===== src/rtl/key_bounce_gen.sv =====
// Mechanical key emulator: drives an active-low key line through press bounce, hold,
// release bounce and idle gap, with bounce segment lengths taken from a 16-bit LFSR.
module key_bounce_gen #(
    parameter int unsigned HOLD_CYC     = 2_500_000,
    parameter int unsigned GAP_CYC      = 2_500_000,
    parameter int unsigned BOUNCE_PAIRS = 3,
    parameter int unsigned SEG_W        = 10,
    parameter logic [15:0] LFSR_SEED    = 16'hACE1
) (
    input  logic       clk,
    input  logic       rst_n,
    input  logic       start,
    input  logic       auto_repeat,
    output logic       key_out,
    output logic       busy,
    output logic       done,
    output logic [7:0] press_cnt
);

    localparam int unsigned CNT_MAX   = (HOLD_CYC > GAP_CYC) ? HOLD_CYC : GAP_CYC;
    localparam int unsigned CNT_W     = (CNT_MAX > 2) ? $clog2(CNT_MAX) : 1;
    localparam int unsigned TOG_N     = (BOUNCE_PAIRS == 0) ? 1 : 2 * BOUNCE_PAIRS;
    localparam int unsigned TOG_W     = (TOG_N > 2) ? $clog2(TOG_N) : 1;
    localparam int unsigned HOLD_LOAD = HOLD_CYC - 1;
    localparam int unsigned GAP_LOAD  = (GAP_CYC > 1) ? GAP_CYC - 2 : 0;
    localparam int unsigned TOG_LAST  = TOG_N - 1;

    typedef enum logic [2:0] {
        ST_IDLE = 3'd0,
        ST_PB   = 3'd1,
        ST_HOLD = 3'd2,
        ST_RB   = 3'd3,
        ST_GAP  = 3'd4
    } state_e;

    state_e           state_q, state_d;
    logic             key_q, key_d;
    logic             busy_q, busy_d;
    logic             done_q, done_d;
    logic [7:0]       press_cnt_q, press_cnt_d;
    logic [15:0]      lfsr_q, lfsr_d;
    logic [SEG_W-1:0] seg_q, seg_d;
    logic [TOG_W-1:0] tog_q, tog_d;
    logic [CNT_W-1:0] cnt_q, cnt_d;

    logic press_go;
    logic seg_go;
    logic gap_go;
    logic finish;

    always_comb begin
        state_d     = state_q;
        key_d       = key_q;
        done_d      = 1'b0;
        press_cnt_d = press_cnt_q;
        lfsr_d      = lfsr_q;
        seg_d       = seg_q;
        tog_d       = tog_q;
        cnt_d       = cnt_q;
        press_go    = 1'b0;
        seg_go      = 1'b0;
        gap_go      = 1'b0;
        finish      = 1'b0;

        case (state_q)
            ST_IDLE: begin
                if (start) begin
                    press_go = 1'b1;
                end
            end
            ST_PB: begin
                if (seg_q == '0) begin
                    key_d = ~key_q;
                    if (tog_q == TOG_W'(TOG_LAST)) begin
                        state_d = ST_HOLD;
                        cnt_d   = CNT_W'(HOLD_LOAD);
                    end else begin
                        tog_d  = tog_q + TOG_W'(1);
                        seg_go = 1'b1;
                    end
                end else begin
                    seg_d = seg_q - SEG_W'(1);
                end
            end
            ST_HOLD: begin
                if (cnt_q == '0) begin
                    key_d = 1'b1;
                    if (BOUNCE_PAIRS == 0) begin
                        gap_go = 1'b1;
                    end else begin
                        state_d = ST_RB;
                        tog_d   = '0;
                        seg_go  = 1'b1;
                    end
                end else begin
                    cnt_d = cnt_q - CNT_W'(1);
                end
            end
            ST_RB: begin
                if (seg_q == '0) begin
                    key_d = ~key_q;
                    if (tog_q == TOG_W'(TOG_LAST)) begin
                        gap_go = 1'b1;
                    end else begin
                        tog_d  = tog_q + TOG_W'(1);
                        seg_go = 1'b1;
                    end
                end else begin
                    seg_d = seg_q - SEG_W'(1);
                end
            end
            ST_GAP: begin
                if (cnt_q == '0) begin
                    finish = 1'b1;
                end else begin
                    cnt_d = cnt_q - CNT_W'(1);
                end
            end
            default: begin
                state_d = ST_IDLE;
                key_d   = 1'b1;
            end
        endcase

        // The done edge is the first cycle of the last gap cycle, so a one-cycle gap
        // finishes straight out of the bounce/hold phase.
        if (gap_go) begin
            if (GAP_CYC <= 1) begin
                finish = 1'b1;
            end else begin
                state_d = ST_GAP;
                cnt_d   = CNT_W'(GAP_LOAD);
            end
        end

        if (finish) begin
            done_d      = 1'b1;
            press_cnt_d = press_cnt_q + 8'd1;
            key_d       = 1'b1;
            if (auto_repeat) begin
                press_go = 1'b1;
            end else begin
                state_d = ST_IDLE;
            end
        end

        if (press_go) begin
            key_d = 1'b0;
            if (BOUNCE_PAIRS == 0) begin
                state_d = ST_HOLD;
                cnt_d   = CNT_W'(HOLD_LOAD);
            end else begin
                state_d = ST_PB;
                tog_d   = '0;
                seg_go  = 1'b1;
            end
        end

        // A segment lasts 1 + lfsr[SEG_W-1:0] cycles using the pre-shift LFSR value.
        if (seg_go) begin
            seg_d  = lfsr_q[SEG_W-1:0];
            lfsr_d = {lfsr_q[14:0], lfsr_q[15] ^ lfsr_q[13] ^ lfsr_q[12] ^ lfsr_q[10]};
        end

        busy_d = (state_d != ST_IDLE);
    end

    always_ff @(posedge clk) begin
        if (!rst_n) begin
            state_q     <= ST_IDLE;
            key_q       <= 1'b1;
            busy_q      <= 1'b0;
            done_q      <= 1'b0;
            press_cnt_q <= 8'd0;
            lfsr_q      <= LFSR_SEED;
            seg_q       <= '0;
            tog_q       <= '0;
            cnt_q       <= '0;
        end else begin
            state_q     <= state_d;
            key_q       <= key_d;
            busy_q      <= busy_d;
            done_q      <= done_d;
            press_cnt_q <= press_cnt_d;
            lfsr_q      <= lfsr_d;
            seg_q       <= seg_d;
            tog_q       <= tog_d;
            cnt_q       <= cnt_d;
        end
    end

    assign key_out   = key_q;
    assign busy      = busy_q;
    assign done      = done_q;
    assign press_cnt = press_cnt_q;

endmodule


===== config.mk =====
export PLATFORM = sky130hd
export DESIGN_NAME = key_bounce_gen
export DESIGN_NICKNAME = d
export VERILOG_FILES = /design/src/rtl/key_bounce_gen.sv
export SDC_FILE = /design/constraint.sdc
export NUM_CORES = 1
export LEC_CHECK = 0
export ABC_AREA = 1
export BUFFER_PORTS_ARGS = -buffer_cell sky130_fd_sc_hd__buf_2
export CAP_MARGIN = 20
export CORE_ASPECT_RATIO = 0.9
export CORE_MARGIN = 2
export CORE_UTILIZATION = 40
export CTS_CLUSTER_DIAMETER = 200
export DETAILED_ROUTE_END_ITERATION = 12
export GPL_ROUTABILITY_DRIVEN = 0
export GPL_TIMING_DRIVEN = 0
export PLACE_DENSITY = 0.66
export SKIP_LAST_GASP = 1
export SYNTH_ARGS = -nofsm -noshare
export SYNTH_HDL_FRONTEND = slang
export SYNTH_SLANG_ARGS = --single-unit

===== constraint.sdc =====
create_clock -name clk -period 1.7 [get_ports clk]
set_input_delay 0.34 -clock clk [delete_from_list [all_inputs] [get_ports clk]]
set_output_delay 0.34 -clock clk [all_outputs]
set_load 0.03 [all_outputs]

## Word-level counts from Yosys, hierarchy flattened

Index checks and enable logic that the tools add are counted.

- Eq/ne operators: 18
- Bitwise logic cells: 5
- Reduce and logical (&&, ||, !) cells: 19
- Add/sub/neg operators: 4
- Muxes and demuxes: 39

Operator list:

| operator | count |
|---|---|
| $mux W22 | 4 |
| $pmux W22 S2 | 1 |
| $mux W10 | 3 |
| $mux W3 | 10 |
| $logic_not A22 Y1 | 1 |
| $sub A22 B1 Y22 const B | 1 |
| $mux W1 | 17 |
| $ne A2 B2 Y1 const B | 6 |
| $reduce_and A4 Y1 | 3 |
| $logic_not A10 Y1 | 1 |
| $reduce_or A2 Y1 | 5 |
| $sub A10 B1 Y10 const B | 1 |
| $ne A3 B3 Y1 const B | 3 |
| $pmux W3 S3 | 1 |
| $add A8 B1 Y8 const B | 1 |
| $eq A3 B2 Y1 const B | 2 |
| $eq A3 B3 Y1 const B | 2 |
| $pmux W3 S2 | 1 |
| $reduce_bool A2 Y1 | 3 |
| $reduce_bool A3 Y1 | 2 |
| $ne A4 B1 Y1 const B | 1 |
| $ne A4 B4 Y1 const B | 1 |
| $add A3 B1 Y3 const B | 1 |
| $eq A3 B1 Y1 const B | 1 |
| other kinds (10) | 13 |

- Logic and storage cells: 95
- Register bits after elaboration: 65
- Output and inout port bits: 11

## Logic depth before layout (Yosys ltp)

- Word-level depth: 9
- Gate-level depth with buffers: 14

## Worst setup path after synthesis

OpenSTA, ideal clock, no wires.

- Kind: flip-flop to flip-flop
- From: reg seg_q[0]
- To: reg seg_q[3]
- Stages on the path, launching flop included: 14
- Arrival: 1.580 ns
- Library setup time: 0.110 ns
- Slack: 0.010 ns
- Path buffers: 1
- Path through: dfxtp_1 -> inv_1 -> ha_1 -> nand3_1 -> nor2_1 -> nand2_1 -> nor3_1 -> nor2_2 -> nand2_8 -> buf_6 -> nand2_2 -> nand3_1 -> nand2_1 -> inv_1

- Longest elaborated chain between the ends: 6
- Elaborated cells on any way between the ends: 11

RTL lines:

| what | RTL line | text |
|---|---|---|
| start: declaration | 42 | `logic [SEG_W-1:0] seg_q, seg_d;` |
| start signal: assignment | 186 | `seg_q <= seg_d;` |
| branches (longest 6 deep; another with $sub A10 B1 Y10) | n/a |  |

Parallel ways; which one is timed is not known. The select of a mux whose other input is x is not followed.
A chain may end at the register's enable or synchronous reset.

## Final worst setup path

- From: reg cnt_q[1]
- To: reg seg_q[2]

- Longest elaborated chain between the ends: 7
- Elaborated cells on any way between the ends: 10

RTL lines:

| what | RTL line | text |
|---|---|---|
| start: declaration | 44 | `logic [CNT_W-1:0] cnt_q, cnt_d;` |
| start signal: assignment | 188 | `cnt_q <= cnt_d;` |
| $logic_not A22 Y1 * | 86, 113 |  |
| $mux W1 * | 86 | `if (cnt_q == '0) begin` |
| $mux W1 | 65 | `case (state_q)` |
| $mux W1 | 136 | `if (finish) begin` |
| $mux W1 * | 147 | `if (press_go) begin` |
| $ne A2 B2 Y1 (no source line) / $reduce_bool A2 Y1 (equally long branches) | n/a |  |
| $reduce_and A2 Y1 (no source line) | n/a |  |

Mark *: on every way between the ends. The rest lies on a longest branch, timed or not.

==> impl_table.tex <==
\begin{tabular}{lr}
\hline
Metric & Value \\
\hline
\multicolumn{2}{l}{\textbf{Detailed routing}} \\
Number of detailed-route iterations in the first pass & 5 \\
Detailed-route DRC error count & 0 \\
Total number of vias & 4031 \\
WL per Instance & 16.0 um \\
Ratio of routed vias to standard cells & 5.40 \\
Initial detailed-routing violation count & 399 \\
Number of antenna-violating nets in the routed design & 0 \\
Routed WL & 11900 um \\
\multicolumn{2}{l}{\textbf{Global routing}} \\
Global-route wire length before repair & 17200 um \\
Global-route total usage across every layer & 21.5\% \\
Number of antenna violations at the first check in global routing & 0 \\
Number of global-route vias before repair & 3636 \\
Total overflow reported by the global router & 0 \\
Largest net degree at the start of global routing & 13 \\
\multicolumn{2}{l}{\textbf{Hold path}} \\
Hold WC Path Type & in -> reg \\
\multicolumn{2}{l}{\textbf{Floorplan}} \\
Area of the die & 9950 um\^{}2 \\
I/O pin total & 15 \\
Number of core rows & 33 \\
Floorplan die height & 94.9 um \\
Die boundary width & approximately 100 um \\
Starting density of the core & about two fifths \\
Placeable core region & 9000 um\^{}2 \\
\multicolumn{2}{l}{\textbf{Setup path}} \\
CP Capture Type & flip-flop \\
Data arrival at the endpoint of the critical path & 2120 ps \\
Worst setup SP type & flip-flop \\
Critical Setup Path Class & reg -> reg \\
Worst-path fanout max & 5 \\
Required time worst endpoint & 1960 ps \\
\multicolumn{2}{l}{\textbf{Logic synthesis}} \\
Sequential-to-total area share from yosys stat & 35.5\% \\
Area fraction of the dominant cell type after synthesis & between 30\% and 40\% \\
Top cells by area in the synthesized netlist & dfxtp\_1 35\%, nand2\_1 14\%, nand3\_1 8.9\% \\
Library cells used by synthesis & 35 \\
Mean cell area of the mapped netlist & 6.71 um\^{}2 \\
Synth Register Bits & 65 \\
Yosys warning count & 0 \\
Syn Nets & 558 \\
Post-Syn Area & 3670 um\^{}2 \\
Cell type with the highest aggregate area in the netlist & dfxtp\_1 \\
Mapped Cells & approximately 550 \\
\multicolumn{2}{l}{\textbf{CTS}} \\
H-tree level count & 3 \\
Clock transition at path regs & around 80 ps \\
Hold-fix buffer count after cts & 0 \\
Clock buffer count from CTS & 9 \\
Later-pin clock latency in the skew report & around 370 ps \\
Number of clock sinks & 65 \\
Cell chosen for the clock root & clkbuf\_8 \\
CTS Buffer Depth & 2 \\
TritonCTS clock tree & built \\
\multicolumn{2}{l}{\textbf{STA}} \\
Worst setup skew after layout & 11.6 ps \\
Slew at the pin closest to its max-slew limit & 786 ps \\
Number of slew-limit violations in the final report & 0 \\
Least setup slack across all paths after layout & -159 ps \\
Hold Fails Final Rpt & 0 \\
Maximum operating frequency & 538 MHz \\
Sum of negative setup slack & -4020 ps \\
Period minus WS final & 1860 ps \\
Worst relative slew slack & 47.6\% \\
Final number of setup-violating endpoints & 52 \\
Final cycle utilization of the critical path & 109\% \\
Setup repair after global routing missed its margin & true \\
\multicolumn{2}{l}{\textbf{Cells and area}} \\
Ratio of cells with drive above 1 in the final layout & 41.3\% \\
Nets & 630 \\
Total non-filler cell area in the finished layout & 5330 um\^{}2 \\
Antenna diode count & 0 \\
Final Util & 59.2\% \\
Area overhead of the layout relative to synthesis & 45.3\% \\
\multicolumn{2}{l}{\textbf{Power and ir drop}} \\
Post-route total power & 5.23 mW \\
Maximum vdd drop & 654 uV \\
Power Density & 982 nW/um\^{}2 \\
Static power due to leakage & 2.41 nW \\
\multicolumn{2}{l}{\textbf{Run}} \\
Max-cap viol count & 0 \\
\multicolumn{2}{l}{\textbf{Placed design}} \\
HPWL after detailed placement & 6610 um \\
Area of placed instances & 3890 um\^{}2 \\
Port-buffer cells & 14 \\
\multicolumn{2}{l}{\textbf{Status}} \\
Failing checks & setup timing \\
Outcome & finished, violations left \\
\hline
\end{tabular}
## area by class of cell
class	instances	area, um^2
fillers	749	3670
multi-input cells	396	2660
flip-flops and latches	65	1340
repair buffers	62	561
inverters	74	305
well taps	122	153
clock buffers	9	124
clock inverters	7	95.1
plain buffers	11	88.8
## stage by stage
step           instances  hold slack, ps  setup WS, ps
2_1_floorplan        547             429          9.78
3_5_place_dp         683             450          -313
5_1_grt              746             313          -232
4_1_cts              731             296         -75.5
3_3_place_gp         683             440          -290
6_report             746             299          -159
## cell usage after synthesis
master and instances:
nand2_1 132, inv_1 70, dfxtp_1 65, nand3_1 65, nor2_1 58, a21oi_1 32, xor2_1 19, nor3_1 14
o21ai_0 13, nor2_2 10, nand4_1 8, ha_1 7, nand2_2 7, o21ai_2 6, clkbuf_1 5, o21ai_1 5
buf_6 3, inv_2 3, nor2_4 3, buf_2 2, buf_4 2, nand3_2 2, nand4_2 2, or2_2 2
xnor2_1 2, a31oi_1 1, buf_1 1, inv_4 1, nand2_4 1, nand2_8 1, nor3_2 1, nor3b_1 1
nor4_1 1, o21a_1 1, o22ai_1 1
## registers in the layout, indices dropped and copies added, names as in the netlist
name / flops
press_cnt: 8
cnt_q: 22
state_q: 3
busy: 1
done: 1
tog_q: 3
key_out: 1
seg_q: 10
lfsr_q: 16
## metal layers
metal | global-route usage [%] | vias to the layer above | share of wire [%]
met2 | 35.6 | 188 | 47
li1 | - | 1902 | -
met3 | 3.73 | 60 | 7.3
met4 | 8.78 | 0 | 4.7
met1 | 27.9 | 1881 | 41
met5 | 0 | - | 0
## cell families after synthesis
logic type / after synthesis / synth area share, %
XOR/XNOR: 21 / 5.01
AO/OA/AOI/OAI: 59 / 8.80
AND/OR/NAND/NOR: 308 / 38.5
adder cells (fa/ha/maj): 7 / 2.39
buffers and inverters: 87 / 9.86
flip-flops: 65 / 35.5
## worst max-delay path: stages, from the launching register on
cell and delay [ps]:
dfxtp_4 370, inv_4 70, ha_4 170, nand2_4 70, nor2_4 130, nand2_2 80
nor2_4 130, nand3_4 110, nand2_8 110, nand2_8 90, buf_8 160, nand2_4 80
nand3_2 60, nand2_1 70, inv_1 50
## path summary, 6_finish.rpt
kind | start | end | slack [ps] | depth (start not counted)
hold / removal | rst_n | state_q[2] | 300 | 3
setup / recovery | cnt_q[1] | seg_q[2] | -160 | 14
hold reg to reg | lfsr_q[7] | lfsr_q[7] | 470 | 2
setup reg to reg | cnt_q[1] | seg_q[2] | -160 | 14
## report_power, final
part,internal [mW],total (mW),switching (mW)
registers,1.65,1.79,0.138
logic,0.781,1.94,1.16
clock network,0.825,1.50,0.678
total,3.26,5.23,1.97
## layout by cell type, fill, tap and decap left out, types with 4 or more instances in the layout
cell	netlist	layout
nand2_1	132	103
inv_1	70	59
nand3_1	65	48
dfxtp_1	65	43
nor2_1	58	38
buf_4	2	34
nor2_4	3	26
nand2_2	7	19
xor2_1	19	19
nand2_4	1	18
dfxtp_2	0	18
a21oi_2	0	17
nand3_2	2	16
buf_2	2	15
a21oi_1	32	15
o21ai_2	6	11
inv_2	3	9
clkbuf_8	0	9
nand4_1	8	8
buf_6	3	8
nor3_1	14	8
nor2_2	10	7
o21ai_0	13	7
nor3_2	1	6
o21ai_1	5	4
clkbuf_1	5	4
buf_12	0	4
ha_1	7	4
dfxtp_4	0	4
## what timing repair did
action,4_1_cts,5_1_grt
buffers inserted,30,14
cloned,3,3
resized for setup,93,136
endpoints found under the setup margin,55,61
pin swaps,30,48
No activity file was read; power rests on OpenSTA's default activity.
